File: config.mk
export PLATFORM = sky130hd
export DESIGN_NAME = cond_unit
export DESIGN_NICKNAME = d
export VERILOG_FILES = /design/src/rtl/arm_pkg.sv /design/src/rtl/cond_check.sv /design/src/rtl/cond_unit.sv
export SDC_FILE = /design/constraint.sdc
export NUM_CORES = 1
export LEC_CHECK = 0
export ABC_AREA = 1
export BUFFER_PORTS_ARGS = -buffer_cell sky130_fd_sc_hd__clkbuf_2
export CORE_MARGIN = 4
export CORE_UTILIZATION = 42
export DETAILED_ROUTE_END_ITERATION = 8
export GPL_TIMING_DRIVEN = 0
export PLACE_DENSITY = 0.79
export SLEW_MARGIN = 10
export SYNTH_ARGS = -nofsm -noshare
export SYNTH_HDL_FRONTEND = slang
export SYNTH_SLANG_ARGS = --single-unit
File: constraint.sdc
create_clock -name clk -period 1.3 [get_ports clk]
set_input_delay 0.26 -clock clk [delete_from_list [all_inputs] [get_ports clk]]
set_output_delay 0.26 -clock clk [all_outputs]
set_load 0.01 [all_outputs]
File: src/rtl/arm_pkg.sv
// Shared definitions for the ARM condition/flags stage: condition field
// encodings and NZCV bit positions.
package arm_pkg;

  typedef logic [3:0] cond_t;

  localparam cond_t COND_EQ  = 4'b0000;
  localparam cond_t COND_NE  = 4'b0001;
  localparam cond_t COND_CS  = 4'b0010;
  localparam cond_t COND_CC  = 4'b0011;
  localparam cond_t COND_MI  = 4'b0100;
  localparam cond_t COND_PL  = 4'b0101;
  localparam cond_t COND_VS  = 4'b0110;
  localparam cond_t COND_VC  = 4'b0111;
  localparam cond_t COND_HI  = 4'b1000;
  localparam cond_t COND_LS  = 4'b1001;
  localparam cond_t COND_GE  = 4'b1010;
  localparam cond_t COND_LT  = 4'b1011;
  localparam cond_t COND_GT  = 4'b1100;
  localparam cond_t COND_LE  = 4'b1101;
  localparam cond_t COND_AL  = 4'b1110;
  localparam cond_t COND_UNC = 4'b1111;

  localparam int FLAG_N = 3;
  localparam int FLAG_Z = 2;
  localparam int FLAG_C = 1;
  localparam int FLAG_V = 0;

endpackage

File: src/rtl/cond_check.sv
// Combinational ARM condition evaluation of a condition field against
// the stored NZCV flags.
module cond_check
  import arm_pkg::*;
(
  input  cond_t      cond_i,
  input  logic [3:0] flags_i,
  output logic       pass_o
);

  logic n, z, c, v;

  assign n = flags_i[FLAG_N];
  assign z = flags_i[FLAG_Z];
  assign c = flags_i[FLAG_C];
  assign v = flags_i[FLAG_V];

  always_comb begin
    pass_o = 1'b0;
    unique case (cond_i)
      COND_EQ:  pass_o = z;
      COND_NE:  pass_o = ~z;
      COND_CS:  pass_o = c;
      COND_CC:  pass_o = ~c;
      COND_MI:  pass_o = n;
      COND_PL:  pass_o = ~n;
      COND_VS:  pass_o = v;
      COND_VC:  pass_o = ~v;
      COND_HI:  pass_o = c & ~z;
      COND_LS:  pass_o = ~c | z;
      COND_GE:  pass_o = (n == v);
      COND_LT:  pass_o = (n != v);
      COND_GT:  pass_o = ~z & (n == v);
      COND_LE:  pass_o = z | (n != v);
      COND_AL:  pass_o = 1'b1;
      COND_UNC: pass_o = 1'b1;
      default:  pass_o = 1'b0;
    endcase
  end

endmodule

File: src/rtl/cond_unit.sv
// Flags/condition stage after the ALU: holds NZCV, registers the condition
// result, gates the write enables and registers the ALU results.
module cond_unit
  import arm_pkg::*;
#(
  parameter int WIDTH = 32
) (
  input  logic             clk,
  input  logic             reset,
  input  cond_t            Cond,
  input  logic [3:0]       ALUFlags,
  input  logic [1:0]       FlagW,
  input  logic             PCS,
  input  logic             NextPC,
  input  logic             RegW,
  input  logic             MemW,
  input  logic             LongW,
  input  logic [WIDTH-1:0] Result32,
  input  logic [WIDTH-1:0] Result64,
  output logic [3:0]       Flags,
  output logic             CondEx,
  output logic             PCWrite,
  output logic             RegWrite,
  output logic             MemWrite,
  output logic [WIDTH-1:0] ALUOut,
  output logic [WIDTH-1:0] ALUOutHi
);

  logic             cond_pass;
  logic [3:0]       flags_q,      flags_d;
  logic             cond_ex_q,    cond_ex_d;
  logic [WIDTH-1:0] alu_out_q,    alu_out_d;
  logic [WIDTH-1:0] alu_out_hi_q, alu_out_hi_d;

  // Condition is judged on the flags already stored, not on ALUFlags.
  cond_check u_cond_check (
    .cond_i  (Cond),
    .flags_i (flags_q),
    .pass_o  (cond_pass)
  );

  always_comb begin
    flags_d = flags_q;
    if (FlagW[1] && cond_pass) begin
      flags_d[FLAG_N] = ALUFlags[FLAG_N];
      flags_d[FLAG_Z] = ALUFlags[FLAG_Z];
    end
    if (FlagW[0] && cond_pass) begin
      flags_d[FLAG_C] = ALUFlags[FLAG_C];
      flags_d[FLAG_V] = ALUFlags[FLAG_V];
    end
    cond_ex_d    = cond_pass;
    alu_out_d    = Result32;
    alu_out_hi_d = LongW ? Result64 : alu_out_hi_q;
  end

  always_ff @(posedge clk or negedge reset) begin
    if (!reset) begin
      flags_q      <= 4'b0000;
      cond_ex_q    <= 1'b0;
      alu_out_q    <= '0;
      alu_out_hi_q <= '0;
    end else begin
      flags_q      <= flags_d;
      cond_ex_q    <= cond_ex_d;
      alu_out_q    <= alu_out_d;
      alu_out_hi_q <= alu_out_hi_d;
    end
  end

  // NextPC is the fetch advance and must not be blocked by a failed condition.
  assign PCWrite  = (PCS & cond_ex_q) | NextPC;
  assign RegWrite = RegW & cond_ex_q;
  assign MemWrite = MemW & cond_ex_q;

  assign Flags    = flags_q;
  assign CondEx   = cond_ex_q;
  assign ALUOut   = alu_out_q;
  assign ALUOutHi = alu_out_hi_q;

endmodule

==> flow_metrics.env, run 1 <==
export IMPL_starting_density_of_the_core_pct=44.0
export IMPL_antenna_violations_before_repair=0
export IMPL_final_critical_path_setup_slack_ns=-0.0873
export IMPL_postRouteAntennaNets=0
export IMPL_crit_path_max_fanout=3
export IMPL_drt_wirelength_per_cell_um=13.9
export IMPL_ys_seq_area_share_pct=70.3
export IMPL_number_of_setup_violations_in_the_final_report=5
export IMPL_firstDrtPassIters=4
export IMPL_failing_checks="setup timing"
export IMPL_place_area_um2=3330
export IMPL_cp_required_ns=1.04
export IMPL_finish_utilization_pct=64.6
export IMPL_die_y_um=84.5
export IMPL_first_global_vias=2026
export IMPL_fin_worst_skew_ns=0.00456
export IMPL_syn_instance_count=178
export IMPL_slew_headroom_pct=80.6
export IMPL_compound_gate_fraction_of_synth_area_pct=1.33
export IMPL_globalRouteTotalUtil_pct=17.3
export IMPL_post_synth_cell_area_avg_um2=13.8
export IMPL_report_final_hold_viol_count=0
export IMPL_num_rows=27
export IMPL_path_clk_slew_ns=0.07
export IMPL_dp_final_hpwl_um=4540
export IMPL_postSynthNetCount=259
export IMPL_global_route_overflow_total=0
export IMPL_final_cell_area_um2=3600
export IMPL_power_leakage_nw=1.95
export IMPL_viasPerCell=4.59
export IMPL_postRouteWirelength_um=5860
export IMPL_simple_gate_share_of_the_synthesized_area_pct=10.9
export IMPL_finalMaxSlewViolations=0
export IMPL_timing_worst_setup_path_type="reg2out"
export IMPL_tritoncts="done"
export IMPL_antennaDiodeCount=0
export IMPL_gp_congestion=0.847
export IMPL_clk_root_buffer_cell="clkbuf_8"
export IMPL_worst_skew_pair_late_latency_ns=0.33
export IMPL_ys_seq_elements=69
export IMPL_synth_top_family_by_area="multiplexers"
export IMPL_synthTopCellsByArea="dfrtp_1 (70%), mux2_2 (8.7%), mux2_1 (6.0%)"
export IMPL_worst_hold_slack_ns=0.0329
export IMPL_layout_area_overhead_vs_synth_pct=46.8
export IMPL_core_region_area_um2=5570
export IMPL_maximum_ir_drop_on_the_vdd_rail_uv=918
export IMPL_routed_via_count=1937
export IMPL_numCtsBuffers=9
export IMPL_max_freq_mhz=721
export IMPL_io_buffer_count=151
export IMPL_die_area_um2=7130
export IMPL_post_route_period_util_pct=107
export IMPL_synth_warnings=0
export IMPL_nets=428
export IMPL_post_synthesis_mux_area_share_pct=14.7
export IMPL_first_iter_violations=38
export IMPL_cts_buffer_depth=2
export IMPL_io_pins=153
export IMPL_worst_setup_path_end_kind="output port"
export IMPL_remaining_drc_errors=0
export IMPL_synth_top_cell_area_share_pct=70.3
export IMPL_clock_sink_count=69
export IMPL_drive_gt1_share_pct=60.3
export IMPL_final_critical_period_ns=1.39
export IMPL_synth_top_cell_by_area="dfrtp_1"
export IMPL_start_kind="flip-flop"
export IMPL_post_synth_xor_area_fraction_pct=0
export IMPL_outcome="complete, but fails checks"
export IMPL_post_synth_fa_ha_maj_area_fraction_pct=0
export IMPL_worst_hold_path_class="in2reg"
export IMPL_synth_cell_area_um2=2450
export IMPL_die_width_um=84.5
export IMPL_htree_num_levels=3
export IMPL_maxCapViolCount=0
export IMPL_grt_setup_unrepaired="true"
export IMPL_yosysUniqueCellTypes=22
export IMPL_power_density_nw_per_um2=1480
export IMPL_critical_path_data_arrival_time_ns=1.13
export IMPL_grt_start_max_net_pins=55
export IMPL_first_pass_grt_wire_length_um=9650
export IMPL_worst_slew_pin_transition_ns=0.290
-- layer usage --
layer	track usage (%)	share of wire (%)	wire length, µm	up-vias
met4	6.62	1.3	74	0
met3	10.0	14	845	8
met2	28.0	49	2900	108
li1	-	-	-	918
met5	0	0	0	-
met1	19.0	35	2040	903
-- final timing paths --
path / start / end / slack (ns) / cells after the start
max: Flags[3] / Flags[3] / -0.09 / 3
min: Result32[22] / ALUOut[22] / 0.03 / 1
max reg2reg: Flags[3] / Flags[1] / -0.04 / 10
min reg2reg: ALUOutHi[3] / ALUOutHi[3] / 0.49 / 1
max in group asynchronous: reset / ALUOutHi[18] / 0.39 / 3
min in group asynchronous: reset / ALUOutHi[24] / 0.37 / 2
-- cell families after synthesis --
logic type	after synthesis
AOI/OAI and AO/OA	5
muxes	32
buffers and inverters	17
DFF	69
and+or+nand+nor	55
-- worst max-delay path, cell delays in order, from the launching register on --
cell	delay [ns]
dfrtp_1	0.42
buf_4	0.16
buf_6	0.10
clkbuf_2	0.11
-- repair_timing --
action                                 in CTS  in global routing
setup endpoints to repair                   5                  9
endpoints found under the hold margin      15                  0
gates resized for setup                     6                 11
setup buffers                               4                  1
pin swaps                                   1                  5
hold buffers                                1                  0
-- power by group --
| part | switching (mW) | internal (mW) |
|---|---|---|
| registers | 0.155 | 2.37 |
| clock network | 0.743 | 0.857 |
| logic | 0.615 | 0.604 |
| total | 1.51 | 3.83 |
-- synth_stat cells (all sizes together) --
master,instances
clkbuf,1
a21o,1
nand3,8
nand4,4
inv,12
dfrtp,69
a21boi,1
nand2,34
mux2,32
nor2,8
o211ai,1
nor3,1
buf,3
clkinv,1
a21oi,1
o21ai,1
-- layout by cell type, fill, tap and decap left out, types with 3 or more instances in the layout --
| master | count |
|---|---|
| nand2_1 | 27 |
| clkinv_2 | 3 |
| buf_6 | 5 |
| inv_1 | 9 |
| buf_2 | 3 |
| nand4_1 | 4 |
| nand3_1 | 5 |
| nand2_2 | 5 |
| clkbuf_8 | 9 |
| inv_2 | 3 |
| dfrtp_1 | 67 |
| nor2_1 | 6 |
| clkbuf_2 | 148 |
| nand3_2 | 3 |
| mux2_2 | 19 |
| mux2_1 | 13 |
-- through the flow --
step                      power, mW  worst slack [ns]  setup TNS, ns  std cells
after floorplan                3.03            0.0239              0        178
after global placement         3.50            -0.502         -34.42        401
after detailed placement       3.55           -0.0764         -0.279        402
after CTS                      5.30           -0.0170        -0.0504        421
after global routing           5.69            -0.178         -0.839        422
final                          5.34           -0.0873         -0.229        422
-- cell type report --
| type | count | area, µm² |
|---|---|---|
| Multi-Input combinational cell | 92 | 682 |
| Tap cell | 72 | 90.1 |
| Buffer | 4 | 18.8 |
| Clock buffer | 9 | 124 |
| Timing Repair Buffer | 158 | 857 |
| Inverter | 13 | 48.8 |
| Sequential cell | 69 | 1730 |
| Fill cell | 451 | 1970 |
| Clock inverter | 5 | 53.8 |
-- sequential cells by signal, indices dropped and copies added, names as in the netlist --
signal,cells
ALUOutHi,32
Flags,4
ALUOut,32
CondEx,1
Note: power is estimated with default switching activity, not from simulation.
==> inputs of run 2 (changes only) <==
--- a/config.mk
+++ b/config.mk
@@ -6,12 +6,15 @@
 export NUM_CORES = 1
 export LEC_CHECK = 0
 export ABC_AREA = 1
-export BUFFER_PORTS_ARGS = -buffer_cell sky130_fd_sc_hd__clkbuf_2
+export CELL_PAD_IN_SITES_DETAIL_PLACEMENT = 0
+export CELL_PAD_IN_SITES_GLOBAL_PLACEMENT = 2
+export CORE_ASPECT_RATIO = 1.5
 export CORE_MARGIN = 4
-export CORE_UTILIZATION = 42
+export CORE_UTILIZATION = 36
 export DETAILED_ROUTE_END_ITERATION = 8
+export DONT_BUFFER_PORTS = 1
 export GPL_TIMING_DRIVEN = 0
-export PLACE_DENSITY = 0.79
+export PLACE_DENSITY_LB_ADDON = 0.1
 export SLEW_MARGIN = 10
 export SYNTH_ARGS = -nofsm -noshare
 export SYNTH_HDL_FRONTEND = slang
==> run 2 against run 1 <==
- die area rose by 15%
- first-iteration DRC count increased by 21%
- global-route usage shrank 2.7 points
- the run ends with hold timing, setup timing left
- sequential power grew 7%
- fmax decreased by 2.3%
- critical path type is now reg2reg
- non-clock buffer count shrank 125
- largest cell class unchanged
==> flow_metrics.env, run 2 (same netlist as run 1, synthesis figures left out) <==
export IMPL_outcome="complete, but fails checks"
export IMPL_failing_checks="hold timing, setup timing"
export IMPL_most_used_cells_in_the_layout_excluding_fill_and_tap_cells="dfrtp_1 (64), dlygate4sd3_1 (32), nand2_1 (23), mux2_2 (19), mux2_1 (13)"
export IMPL_routed_via_count=1530
export IMPL_p_total_mw=4.86
export IMPL_nets=303
export IMPL_first_pass_grt_wire_length_um=8670
export IMPL_grt_setup_unrepaired="true"
export IMPL_gp_congestion=0.804
export IMPL_power_frac_comb_pct=13.6
export IMPL_power_density_nw_per_um2=1570
export IMPL_critical_path_data_arrival_time_ns=1.64
export IMPL_worst_setup_path_end_kind="flip-flop"
export IMPL_antenna_violations_before_repair=0
export IMPL_num_rows=36
export IMPL_total_switching_power_mw=1.43
export IMPL_worst_hold_path_class="in2async"
export IMPL_post_route_period_util_pct=109
export IMPL_worst_path_largest_cell_delay_ns=0.46
export IMPL_worst_skew_pair_late_latency_ns=0.33
export IMPL_layout_commonest_cell="dfrtp_1"
export IMPL_antennaDiodeCount=0
export IMPL_max_freq_mhz=704
export IMPL_first_iter_violations=46
export IMPL_place_area_um2=2550
export IMPL_htree_num_levels=3
export IMPL_final_critical_path_setup_slack_ns=-0.120
export IMPL_number_of_setup_violations_in_the_final_report=4
export IMPL_layout_area_seq_um2=1730
export IMPL_io_buffer_count=0
export IMPL_dp_final_hpwl_um=4240
export IMPL_remaining_drc_errors=0
export IMPL_drt_wirelength_per_cell_um=19.3
export IMPL_die_y_um=109
export IMPL_power_leakage_nw=1.39
export IMPL_firstDrtPassIters=3
export IMPL_drive_gt1_share_pct=28.3
export IMPL_starting_density_of_the_core_pct=37.3
export IMPL_maxCapViolCount=0
export IMPL_first_global_vias=1764
export IMPL_finalMaxSlewViolations=0
export IMPL_grt_start_max_net_pins=70
export IMPL_globalRouteTotalUtil_pct=14.7
export IMPL_worstPathCellList="inv_2 > nand2_4 > nand3_2 > nand2_1 > nand2_1 > nand2_2 > nor2_4 > nand2_4 > nand4_1 > nand2_1"
export IMPL_layout_filler_cells=585
export IMPL_cts_buffer_depth=2
export IMPL_clock_sink_count=69
export IMPL_ctsHoldBuffers=32
export IMPL_final_cell_area_um2=3100
export IMPL_clk_root_buffer_cell="clkbuf_8"
export IMPL_postRouteAntennaNets=0
export IMPL_tritoncts="done"
export IMPL_report_final_hold_viol_count=69
export IMPL_worst_r2r_path_depth=10
export IMPL_pre_cts_slack_ns=-0.187
export IMPL_die_width_um=75.4
export IMPL_numCtsBuffers=9
export IMPL_postRouteWirelength_um=5820
export IMPL_viasPerCell=5.07
export IMPL_path_clk_slew_ns=0.07
export IMPL_layout_area_overhead_vs_synth_pct=26.2
export IMPL_maximum_ir_drop_on_the_vdd_rail_uv=874
export IMPL_final_critical_period_ns=1.42
export IMPL_share_seq_of_total_power_pct=55.3
export IMPL_multiInputGateArea_um2=697
export IMPL_sw_frac_of_total_pct=29.4
export IMPL_start_kind="flip-flop"
export IMPL_crit_path_max_fanout=6
export IMPL_global_route_overflow_total=0
export IMPL_clock_share_of_power_pct=31.2
export IMPL_slew_headroom_pct=77.7
export IMPL_worst_slew_pin_transition_ns=0.334
export IMPL_cpMostUsedCell="nand2_1"
export IMPL_worst_hold_slack_ns=-0.387
export IMPL_die_area_um2=8230
export IMPL_core_region_area_um2=6580
export IMPL_cp_required_ns=1.52
export IMPL_crit_slowest_cell="dfrtp_2"
export IMPL_timing_worst_setup_path_type="reg2reg"
export IMPL_io_pins=153
export IMPL_internal_power_mw=3.43
export IMPL_fin_worst_skew_ns=0.00195
==> run 2: path summary, 6_finish.rpt <==
check | startpoint | to | slack (ns)
setup / recovery | Flags[3] | Flags[3] | -0.12
hold / removal | reset | ALUOutHi[26] | -0.39
setup reg to reg | Flags[3] | Flags[3] | -0.12
hold reg to reg | ALUOutHi[14] | ALUOutHi[14] | 0.56
max in group asynchronous | reset | CondEx | 1.57
min in group clk | Result64[3] | ALUOutHi[3] | 0.06
==> run 2: worst max-delay path: cells and delay by family (launching register included) <==
family        cells  cell delay [ns]
simple gates      9             0.73
flops             1             0.46
buf+inv           1             0.11
==> run 2: metrics by stage <==
stage | util [%] | hold WS [ns] | TNS (ns) | instances
global route | 47.1 | -0.413 | -0.861 | 302
CTS | 46.7 | -0.404 | -0.403 | 301
finish | 47.1 | -0.387 | -0.429 | 302
detailed placement | 38.8 | -0.0339 | -0.765 | 254
floorplan | - | -0.0356 | 0 | 178
global placement | 38.8 | -0.0338 | -0.596 | 254
==> run 2: power groups by stage <==
stage	logic, mW	clock network [mW]	registers (mW)
6_report	0.660	1.51	2.69
5_1_grt	0.731	1.69	2.73
4_1_cts	0.587	1.57	2.69
3_5_place_dp	0.479	0	2.71
3_3_place_gp	0.462	0	2.71
2_1_floorplan	0.400	0	2.63
==> run 2: what timing repair did <==
item	4_1_cts	5_1_grt
endpoints found under the setup margin	5	7
resized for setup	11	8
cloned	0	0
buffers inserted	0	1
pin swaps	3	10
hold endpoints to repair	101	69
==> run 2: final cells by class <==
class                           instances  area share, %
Clock inverter                          5           1.17
Inverter                               13           1.58
Sequential cell                        69           55.9
Tap cell                               76           3.07
Buffer                                  4          0.606
Timing Repair Buffer                   33           10.7
Multi-Input combinational cell         92           22.5
Clock buffer                           10           4.44
==> run 2: layer usage <==
metal  wire length, µm  GRT usage [%]
met2              3310           26.6
met1              1600           12.0
met4               142           8.00
met3               775           7.75
met5                 0              0
